## src/rtl/cpu_ctrl_pkg.sv

```systemverilog
// Shared definitions for the multi-cycle core control path.
// Holds the state encoding, opcode field values, ALUOp and mux select codes,
// the undefined condition value, and the Moore output decode used by the FSM.
package cpu_ctrl_pkg;

   typedef enum logic [3:0] {
      ST_IDLE     = 4'd0,
      ST_FETCH    = 4'd1,
      ST_DECODE   = 4'd2,
      ST_EXEC_R   = 4'd3,
      ST_ALU_WB   = 4'd4,
      ST_MEM_ADDR = 4'd5,
      ST_MEM_RD   = 4'd6,
      ST_MEM_WB   = 4'd7,
      ST_MEM_WR   = 4'd8,
      ST_BRANCH   = 4'd9,
      ST_JUMP     = 4'd10
   } state_e;

   localparam logic [2:0] OP_ADD = 3'b000;
   localparam logic [2:0] OP_LDR = 3'b001;
   localparam logic [2:0] OP_SUB = 3'b010;
   localparam logic [2:0] OP_STR = 3'b011;
   localparam logic [2:0] OP_AND = 3'b100;
   localparam logic [2:0] OP_ORR = 3'b101;
   localparam logic [2:0] OP_BEQ = 3'b110;
   localparam logic [2:0] OP_B   = 3'b111;

   localparam logic [1:0] ALUOP_ADD   = 2'b00;
   localparam logic [1:0] ALUOP_CMP   = 2'b01;
   localparam logic [1:0] ALUOP_FUNCT = 2'b10;

   localparam logic [1:0] PCSRC_ALU    = 2'b00;
   localparam logic [1:0] PCSRC_ALUOUT = 2'b01;
   localparam logic [1:0] PCSRC_JUMP   = 2'b10;

   localparam logic [1:0] SRCB_REGB  = 2'b00;
   localparam logic [1:0] SRCB_FOUR  = 2'b01;
   localparam logic [1:0] SRCB_IMM   = 2'b10;
   localparam logic [1:0] SRCB_BROFF = 2'b11;

   localparam logic [3:0] COND_UNDEF = 4'hF;

   typedef struct packed {
      logic       memReq;
      logic       memWe;
      logic       iord;
      logic [1:0] pcSrc;
      logic       aluSrcA;
      logic [1:0] aluSrcB;
      logic [1:0] aluOp;
      logic       regWrite;
      logic       memToReg;
   } ctrl_t;

   // Pure state decode of every control output that does not depend on an
   // input. The FSM registers this from the next state so the outputs come
   // straight from flops and line up with the state register.
   function automatic ctrl_t moore_decode(input state_e s);
      ctrl_t c;
      c = '0;
      case (s)
         ST_FETCH: begin
            c.memReq  = 1'b1;
            c.aluSrcB = SRCB_FOUR;
            c.aluOp   = ALUOP_ADD;
            c.pcSrc   = PCSRC_ALU;
         end
         ST_DECODE: begin
            c.aluSrcB = SRCB_BROFF;
            c.aluOp   = ALUOP_ADD;
         end
         ST_EXEC_R: begin
            c.aluSrcA = 1'b1;
            c.aluSrcB = SRCB_REGB;
            c.aluOp   = ALUOP_FUNCT;
         end
         ST_ALU_WB: begin
            c.regWrite = 1'b1;
         end
         ST_MEM_ADDR: begin
            c.aluSrcA = 1'b1;
            c.aluSrcB = SRCB_IMM;
            c.aluOp   = ALUOP_ADD;
         end
         ST_MEM_RD: begin
            c.memReq = 1'b1;
            c.iord   = 1'b1;
         end
         ST_MEM_WB: begin
            c.regWrite = 1'b1;
            c.memToReg = 1'b1;
         end
         ST_MEM_WR: begin
            c.memReq = 1'b1;
            c.memWe  = 1'b1;
            c.iord   = 1'b1;
         end
         ST_BRANCH: begin
            c.aluSrcA = 1'b1;
            c.aluSrcB = SRCB_REGB;
            c.aluOp   = ALUOP_CMP;
            c.pcSrc   = PCSRC_ALUOUT;
         end
         ST_JUMP: begin
            c.pcSrc = PCSRC_JUMP;
         end
         default: ;
      endcase
      return c;
   endfunction

endpackage

```

## src/rtl/mem_wait_timer.sv

```systemverilog
// Wait-state counter for the unified memory port.
// Counts cycles where a request is outstanding without ready and flags a
// timeout once the count reaches TIMEOUT_CYCLES (0 disables the timeout).
// Ports:
//   clk_i      clock, rising edge
//   rst_ni     asynchronous active-low reset
//   active_i   a memory request is being presented this cycle
//   ready_i    memory completes the request this cycle
//   timeout_o  request abandoned this cycle (ready has priority)
module mem_wait_timer #(
   parameter int unsigned TIMEOUT_CYCLES = 255
) (
   input  logic clk_i,
   input  logic rst_ni,
   input  logic active_i,
   input  logic ready_i,
   output logic timeout_o
);

   logic [7:0] count_q;
   logic [7:0] count_d;

   // Timeout fires on the cycle the count has reached the limit and memory
   // still has not answered; a ready in that same cycle wins.
   assign timeout_o = (TIMEOUT_CYCLES != 0) && active_i && !ready_i &&
                      (count_q == 8'(TIMEOUT_CYCLES));

   // The count only survives across consecutive stalled request cycles.
   // Any completion, timeout or non-memory cycle returns it to zero, so every
   // fresh memory state starts counting from zero. It saturates so a disabled
   // timeout never wraps.
   always_comb begin
      count_d = '0;
      if (active_i && !ready_i && !timeout_o) begin
         count_d = (count_q == 8'hFF) ? count_q : count_q + 8'd1;
      end
   end

   // Counter register.
   always_ff @(posedge clk_i or negedge rst_ni) begin
      if (!rst_ni) begin
         count_q <= '0;
      end else begin
         count_q <= count_d;
      end
   end

endmodule

```

## src/rtl/multicycle_control.sv

```systemverilog
// Main control FSM of the multi-cycle ARM-style core.
// Sequences fetch, decode, execute, memory and writeback, drives the ALUOp
// code and datapath selects/enables, and handles variable-latency memory
// with a req/ready handshake plus an optional wait-state timeout.
// Ports:
//   clk, rst_n                 clock and asynchronous active-low reset
//   instruction                IR contents
//   alu_zero, mem_ready        ALU zero flag, memory completion
//   mem_req, mem_we, iord      memory port control
//   ir_write, pc_write, pc_src IR/PC load and PC source
//   alu_src_a, alu_src_b, ALUOp ALU operand selects and operation class
//   reg_write, mem_to_reg      register file write control
//   illegal, bus_err           one-cycle error pulses
//   instr_count, state         retired count and debug state
module multicycle_control
   import cpu_ctrl_pkg::*;
#(
   parameter int unsigned TIMEOUT_CYCLES = 255
) (
   input  logic        clk,
   input  logic        rst_n,
   input  logic [31:0] instruction,
   input  logic        alu_zero,
   input  logic        mem_ready,
   output logic        mem_req,
   output logic        mem_we,
   output logic        iord,
   output logic        ir_write,
   output logic        pc_write,
   output logic [1:0]  pc_src,
   output logic        alu_src_a,
   output logic [1:0]  alu_src_b,
   output logic [1:0]  ALUOp,
   output logic        reg_write,
   output logic        mem_to_reg,
   output logic        illegal,
   output logic        bus_err,
   output logic [31:0] instr_count,
   output logic [3:0]  state
);

   state_e      state_q;
   state_e      state_d;
   ctrl_t       ctrl_q;
   logic [31:0] instrCount_q;
   logic        retire;
   logic        timeout;
   logic [2:0]  opcode;
   logic [3:0]  cond;
   logic        unusedInstrBits;

   assign opcode          = instruction[27:25];
   assign cond            = instruction[31:28];
   assign unusedInstrBits = ^instruction[24:0];

   mem_wait_timer #(
      .TIMEOUT_CYCLES (TIMEOUT_CYCLES)
   ) u_timer (
      .clk_i     (clk),
      .rst_ni    (rst_n),
      .active_i  (ctrl_q.memReq),
      .ready_i   (mem_ready),
      .timeout_o (timeout)
   );

   // Next-state and retire decision. A timed-out memory access always falls
   // back to FETCH without retiring; a timed-out FETCH simply stays put and
   // retries the same PC because no PC write happened.
   always_comb begin
      state_d = state_q;
      retire  = 1'b0;
      case (state_q)
         ST_IDLE:     state_d = ST_FETCH;
         ST_FETCH: begin
            if (mem_ready) state_d = ST_DECODE;
         end
         ST_DECODE: begin
            if (cond == COND_UNDEF) begin
               state_d = ST_FETCH;
            end else begin
               case (opcode)
                  OP_ADD, OP_SUB, OP_AND, OP_ORR: state_d = ST_EXEC_R;
                  OP_LDR, OP_STR:                 state_d = ST_MEM_ADDR;
                  OP_BEQ:                         state_d = ST_BRANCH;
                  default:                        state_d = ST_JUMP;
               endcase
            end
         end
         ST_EXEC_R:   state_d = ST_ALU_WB;
         ST_ALU_WB: begin
            state_d = ST_FETCH;
            retire  = 1'b1;
         end
         ST_MEM_ADDR: state_d = (opcode == OP_LDR) ? ST_MEM_RD : ST_MEM_WR;
         ST_MEM_RD: begin
            if (mem_ready)    state_d = ST_MEM_WB;
            else if (timeout) state_d = ST_FETCH;
         end
         ST_MEM_WB: begin
            state_d = ST_FETCH;
            retire  = 1'b1;
         end
         ST_MEM_WR: begin
            if (mem_ready) begin
               state_d = ST_FETCH;
               retire  = 1'b1;
            end else if (timeout) begin
               state_d = ST_FETCH;
            end
         end
         ST_BRANCH, ST_JUMP: begin
            state_d = ST_FETCH;
            retire  = 1'b1;
         end
         default:     state_d = ST_IDLE;
      endcase
   end

   // State register, registered Moore outputs and the retired-instruction
   // counter. The Moore outputs are loaded from the decode of the next state
   // so they are always consistent with state_q.
   always_ff @(posedge clk or negedge rst_n) begin
      if (!rst_n) begin
         state_q      <= ST_IDLE;
         ctrl_q       <= '0;
         instrCount_q <= '0;
      end else begin
         state_q <= state_d;
         ctrl_q  <= moore_decode(state_d);
         if (retire) instrCount_q <= instrCount_q + 32'd1;
      end
   end

   // Output assembly. The request and write strobe are withdrawn in the
   // timeout cycle; IR/PC loads and the illegal pulse depend on inputs in
   // their states and so are gated combinationally here.
   always_comb begin
      mem_req     = ctrl_q.memReq & ~timeout;
      mem_we      = ctrl_q.memWe & ~timeout;
      iord        = ctrl_q.iord;
      pc_src      = ctrl_q.pcSrc;
      alu_src_a   = ctrl_q.aluSrcA;
      alu_src_b   = ctrl_q.aluSrcB;
      ALUOp       = ctrl_q.aluOp;
      reg_write   = ctrl_q.regWrite;
      mem_to_reg  = ctrl_q.memToReg;
      ir_write    = (state_q == ST_FETCH) && mem_ready;
      pc_write    = ((state_q == ST_FETCH) && mem_ready) ||
                    (state_q == ST_JUMP) ||
                    ((state_q == ST_BRANCH) && alu_zero);
      illegal     = (state_q == ST_DECODE) && (cond == COND_UNDEF);
      bus_err     = timeout;
      instr_count = instrCount_q;
      state       = state_q;
   end

endmodule

```

## config.mk

```make
export PLATFORM = sky130hd
export DESIGN_NAME = multicycle_control
export DESIGN_NICKNAME = d
export VERILOG_FILES = /design/src/rtl/cpu_ctrl_pkg.sv /design/src/rtl/mem_wait_timer.sv /design/src/rtl/multicycle_control.sv
export SDC_FILE = /design/constraint.sdc
export NUM_CORES = 1
export LEC_CHECK = 0
export ABC_AREA = 0
export CAP_MARGIN = 20
export CORE_MARGIN = 1
export CORE_UTILIZATION = 45
export CTS_CLUSTER_DIAMETER = 50
export DETAILED_ROUTE_END_ITERATION = 8
export GPL_TIMING_DRIVEN = 0
export PLACE_DENSITY = 0.83
export SLEW_MARGIN = 20
export SYNTH_ARGS = -nofsm -noshare
export SYNTH_HDL_FRONTEND = slang
export SYNTH_SLANG_ARGS = --single-unit
```

## constraint.sdc

```tcl
create_clock -name clk -period 2.45 [get_ports clk]
set_input_delay 0.49 -clock clk [delete_from_list [all_inputs] [get_ports clk]]
set_output_delay 0.49 -clock clk [all_outputs]
set_load 0.03 [all_outputs]
```

; Word level (Yosys, flattened, before mapping)
; Index checks and enable logic that the tools add are counted.
[op_classes]
addsub = 2
muxes = 20
bitwise_logic = 3
n_reduce_logical = 20
n_eq_ne = 29
[op_table]
columns = op, count
row1 = adder 32 x 1 -> 32 bit (second input constant), 1
row2 = equality test 4 x 3 -> 1 bit (second input constant), 8
row3 = equality test 4 bit (second input constant), 7
row4 = case mux 4 bit (7 select lines), 1
row5 = two-way mux 4 bit, 6
row6 = case mux 4 bit (5 select lines), 1
row7 = equality test 4 x 2 -> 1 bit (second input constant), 4
row8 = two-way mux 8 bit, 2
row9 = case mux 4 bit (3 select lines), 1
row10 = equality test 3 bit (second input constant), 3
row11 = adder 8 x 1 -> 8 bit (second input constant), 1
row12 = equality test 4 x 1 -> 1 bit (second input constant), 2
row13 = equality test 8 bit (second input constant), 1
row14 = OR reduction 4 bit, 2
row15 = two-way mux 1 bit, 7
row16 = equality test 3 x 2 -> 1 bit (second input constant), 2
row17 = logical AND 1 bit, 6
row18 = OR reduction 2 bit, 3
row19 = OR reduction 3 bit, 2
row20 = OR reduction 5 bit, 1
row21 = logical NOT 4 bit, 1
row22 = case mux 2 bit (2 select lines), 1
row23 = equality test 3 x 1 -> 1 bit (second input constant), 1
row24 = logical NOT 3 bit, 1
row25 = 6 further kinds, 9
[totals]
ff_bits = 56
out_inout_bits = 52
elab_cells = 86
input_bits = 36

; Logic depth before layout (Yosys ltp)
[logic_depth]
depth_word = 9
ltp_mapped = 8
ltp_nobuf = 6

; By module
; A second synthesis with hierarchy kept.
[unflattened]
cells_unflattened = 280
hier_area_um2 = 2780.2
[by_module_without_submodules]
columns = module, area_per_inst_um2, n_inst, seq_area_each_um2, cells_each
row1 = multicycle_control, 2377.3, 1, 1201.2, 241
row2 = mem_wait_timer, 402.9, 1, 200.2, 39

; Worst setup path before layout
; OpenSTA, ideal clock, no wires.
[synth_timing]
path_kind = register -> output
start = register u_timer.count_q[0]
end = output mem_req
t_required_ns = 1.960
stages_incl_launch_ff = 6
t_arrival_ns = 1.770
slack_ns = 0.190
path_buffers = 0
path_cell_list = dfrtp_1 ha_1 nand3_1 or2_2 nor2_1 nor2b_1
[synth_via]
elab_chain_cells = 4
[synth_rtl]
columns = item, line
row1 = "start, declared", mem_wait_timer.sv:20  ; logic [7:0] count_q;
row2 = "start signal, assigned", mem_wait_timer.sv:44  ; count_q <= count_d;
row3 = equality test 8 bit, mem_wait_timer.sv:26  ; (count_q == 8'(TIMEOUT_CYCLES));
row4 = logical AND 1 bit, mem_wait_timer.sv:25  ; assign timeout_o = (TIMEOUT_CYCLES != 0) && active_i && !ready_i &&
row5 = net bus_err, multicycle_control.sv:37  ; output logic bus_err,
row6 = NOT 1 bit, multicycle_control.sv:138  ; mem_req = ctrl_q.memReq & ~timeout;
row7 = AND 1 bit, multicycle_control.sv:138
row8 = "end, declared", multicycle_control.sv:25  ; output logic mem_req,
; The timed path passes the listed nets, and every way through them passes these cells.

; Final worst setup path
[layout_timing]
start = register u_timer.count_q[1]
end = output bus_err
[layout_via]
elab_chain_cells = 2
[layout_rtl]
columns = item, line
row1 = equality test 8 bit, mem_wait_timer.sv:26
row2 = logical AND 1 bit, mem_wait_timer.sv:25
row3 = "end, declared", multicycle_control.sv:37
; No other way between the ends.

==> impl_metrics.py <==
metrics = {
    "sta": {
        "fmax_ghz": 0.436,
        "maxSlewHeadroom": 0.535,
        "rsz0062_at_grt": "false",
        "fin_skew_ns": 0.0154,
        "fin_hold_ws_ns": 0.207,
        "worst_slew_pin_slew_ns": 0.697,
        "period_needed_ns": 2.29,
        "hold_viol_final": 0,
        "finalSetupViolCount": 0,
        "drv_slew": 0,
        "finalSetupTns_ns": 0,
        "fin_crit_sh": 0.936,
    },
    "placed_design": {
        "io_buffers": 62,
        "hpwlAfterDp_um": 4000,
        "routabilityCongestion": 0.812,
    },
    "detailed_routing": {
        "viasPerCell": 5.28,
        "wl_met3_um": 206,
        "top_layer": "met4",
        "dr.pass1.iters": 4,
        "drc_errors": 0,
        "drt-wirelength-per-cell_um": 13.7,
        "vias": 2100,
        "dr_wl_met2_um": 2630,
        "postRouteWirelength_um": 5430,
        "drtIter0Drc": 111,
        "antenna_left": 0,
        "drt-met1-wl_um": 2510,
    },
    "finish": {
        "drive_gt1_frac": 0.130,
        "nNetsFinal": 360,
        "largest_reg_flops": 32,
        "area_growth_pct": 29.2,
        "final_cell_mix": "dfrtp_1, clkdlybuf4s50_1, xnor2_1, nand4_1, nand2_1",
        "antenna_cells": 0,
    },
    "setup_path": {
        "crit_arrival_ns": 1.80,
        "path_cells": "ha_2 > nand3_1 > or2_2 > nor2_2 > clkdlybuf4s15_2",
        "slowest_stage": "dfrtp_1",
        "crit_path_max_fanout": 5,
        "worstPathRequired_ns": 1.96,
        "path_buf_inv": 1,
        "crit_type": "reg2out",
        "crit_path_start_kind": "flop",
        "max_stage_delay_ns": 0.39,
        "cp-end-kind": "primary output",
        "r2r_slack_ns": 0.46,
        "crit_family": "simple AND/OR/NAND/NOR gates",
    },
    "clock_tree": {
        "cts_tree": "built",
        "ctsHtreeMaxLevel": 2,
        "cts_buffer_depth": 2,
        "clk_pin_slew_ns": 0.11,
        "ctsRootBufferMaster": "clkbuf_8",
        "cts.sinks": 56,
        "clock_latency_ns": 0.31,
        "numCtsBuffers": 5,
        "cts_hold_buf": 0,
    },
    "floorplanning": {
        "die_x_um": 80.1,
        "coreArea_um2": 5920,
        "ios": 88,
        "rows": 28,
        "initial_core_util": 0.464,
        "die_height_um": 80.1,
        "die_area_um2": 6420,
    },
    "synthesis": {
        "synth-edff-count": 0,
        "synthCells": 252,
        "yosysWarnings": 0,
        "avgSynthCellArea_um2": 10.9,
        "yosysTopAreaCell": "dfrtp_1",
        "synth_ff_type": "dfrtp_1",
        "ys_async_sr_fraction": 1.00,
        "ys_ff_latch": 56,
        "synthTopCellsByArea": "dfrtp_1, xnor2_1, nand4_1, nand3_1, and3_1",
        "synth_area_um2": 2750,
        "yosysSeqAreaShare": 0.510,
        "synthDistinctLibCells": 42,
        "synth_nets": 290,
        "netlist.area_leader.share": 0.510,
    },
    "outcome": {
        "outcome": "complete, no violations",
    },
    "grt": {
        "overflow": 0,
        "grt_max_degree": 57,
        "grtUsageTotal": 0.182,
        "antenna_found_initial": 0,
        "grt_pass1_wl_um": 8910,
        "grt_pass1_vias": 1909,
    },
    "pwr": {
        "peakVddDrop_v": 0.000615,
        "cellLeakagePower_nw": 1.52,
        "power_mw": 3.15,
        "powerDensity_nw_per_um2": 887,
    },
    "job": {
        "cap_viol_max_count": 0,
    },
    "hold_path": {
        "min_path_type": "in2async",
    },
}
## synthesized netlist by cell type (3+ instances only)
cell and instances:
nand3_1 14, nand4_1 20, inv_1 7, and4_1 4, nand2_1 15, xnor2_1 30
nor2_1 15, nor2b_1 7, and2_1 5, buf_2 5, or3b_1 4, nand2b_1 5
dfrtp_1 56, nand3b_1 3, buf_4 6, o21ai_0 6, xor2_1 7, and3_1 10
## where the power goes
part / total (mW) / switching, mW / internal, mW / leakage, nW
logic: 1.42 / 0.819 / 0.600 / 0.727
clock network: 0.504 / 0.300 / 0.204 / 0.0414
registers: 1.23 / 0.150 / 1.08 / 0.757
total: 3.15 / 1.27 / 1.88 / 1.52
## final timing paths
path                                    start         endpoint  depth (start not counted)
min in group clk              instr_count[31]  instr_count[31]                          1
max                        u_timer.count_q[1]          bus_err                          5
min                                     rst_n  instr_count[17]                          1
max reg2reg                          state[3]  instr_count[22]                          6
max in group asynchronous               rst_n         state[1]                          1
min reg2reg                   instr_count[31]  instr_count[31]                          1
## stage by stage
stage,utilization,instance area [um^2],cells,setup WS [ns]
floorplan,-,2750,252,0.190
global placement,0.585,3460,389,-0.749
detailed placement,0.584,3460,389,-0.241
CTS,0.600,3550,396,0.0132
global route,0.600,3550,398,0.0343
finish,0.600,3550,398,0.157
## routing by layer
metal	GRT usage	up-vias
met5	0	-
met4	0.0607	0
met3	0.0375	8
met2	0.288	56
met1	0.247	1018
li1	-	1018
## layout make-up
class / instances / area (um^2)
Buffer: 14 / 96.3
Tap cell: 75 / 93.8
Clock inverter: 2 / 16.3
Inverter: 8 / 30.0
Timing Repair Buffer: 64 / 609
Multi-Input combinational cell: 173 / 1230
Sequential cell: 56 / 1400
Fill cell: 490 / 2370
Clock buffer: 6 / 72.6
## repair_timing
| action | CTS | global route |
|---|---|---|
| setup endpoints to repair | 6 | 5 |
| setup buffers | 0 | 2 |
| gates resized for setup | 12 | 10 |
| pin swaps | 0 | 0 |
## logic make-up (layout without fill, tap and decap cells)
kind of cell             after synthesis  in the layout  synth area share
AO/OA/AOI/OAI                         18             18            0.0505
XOR/XNOR                              37             37             0.118
adder cells (fa/ha/maj)                2              2           0.00911
buffers and inverters                 23             94            0.0474
flip-flops                            56             56             0.510
multiplexers                           1              1           0.00410
AND/OR/NAND/NOR                      115            115             0.261
No activity file was read; power rests on OpenSTA's default activity.
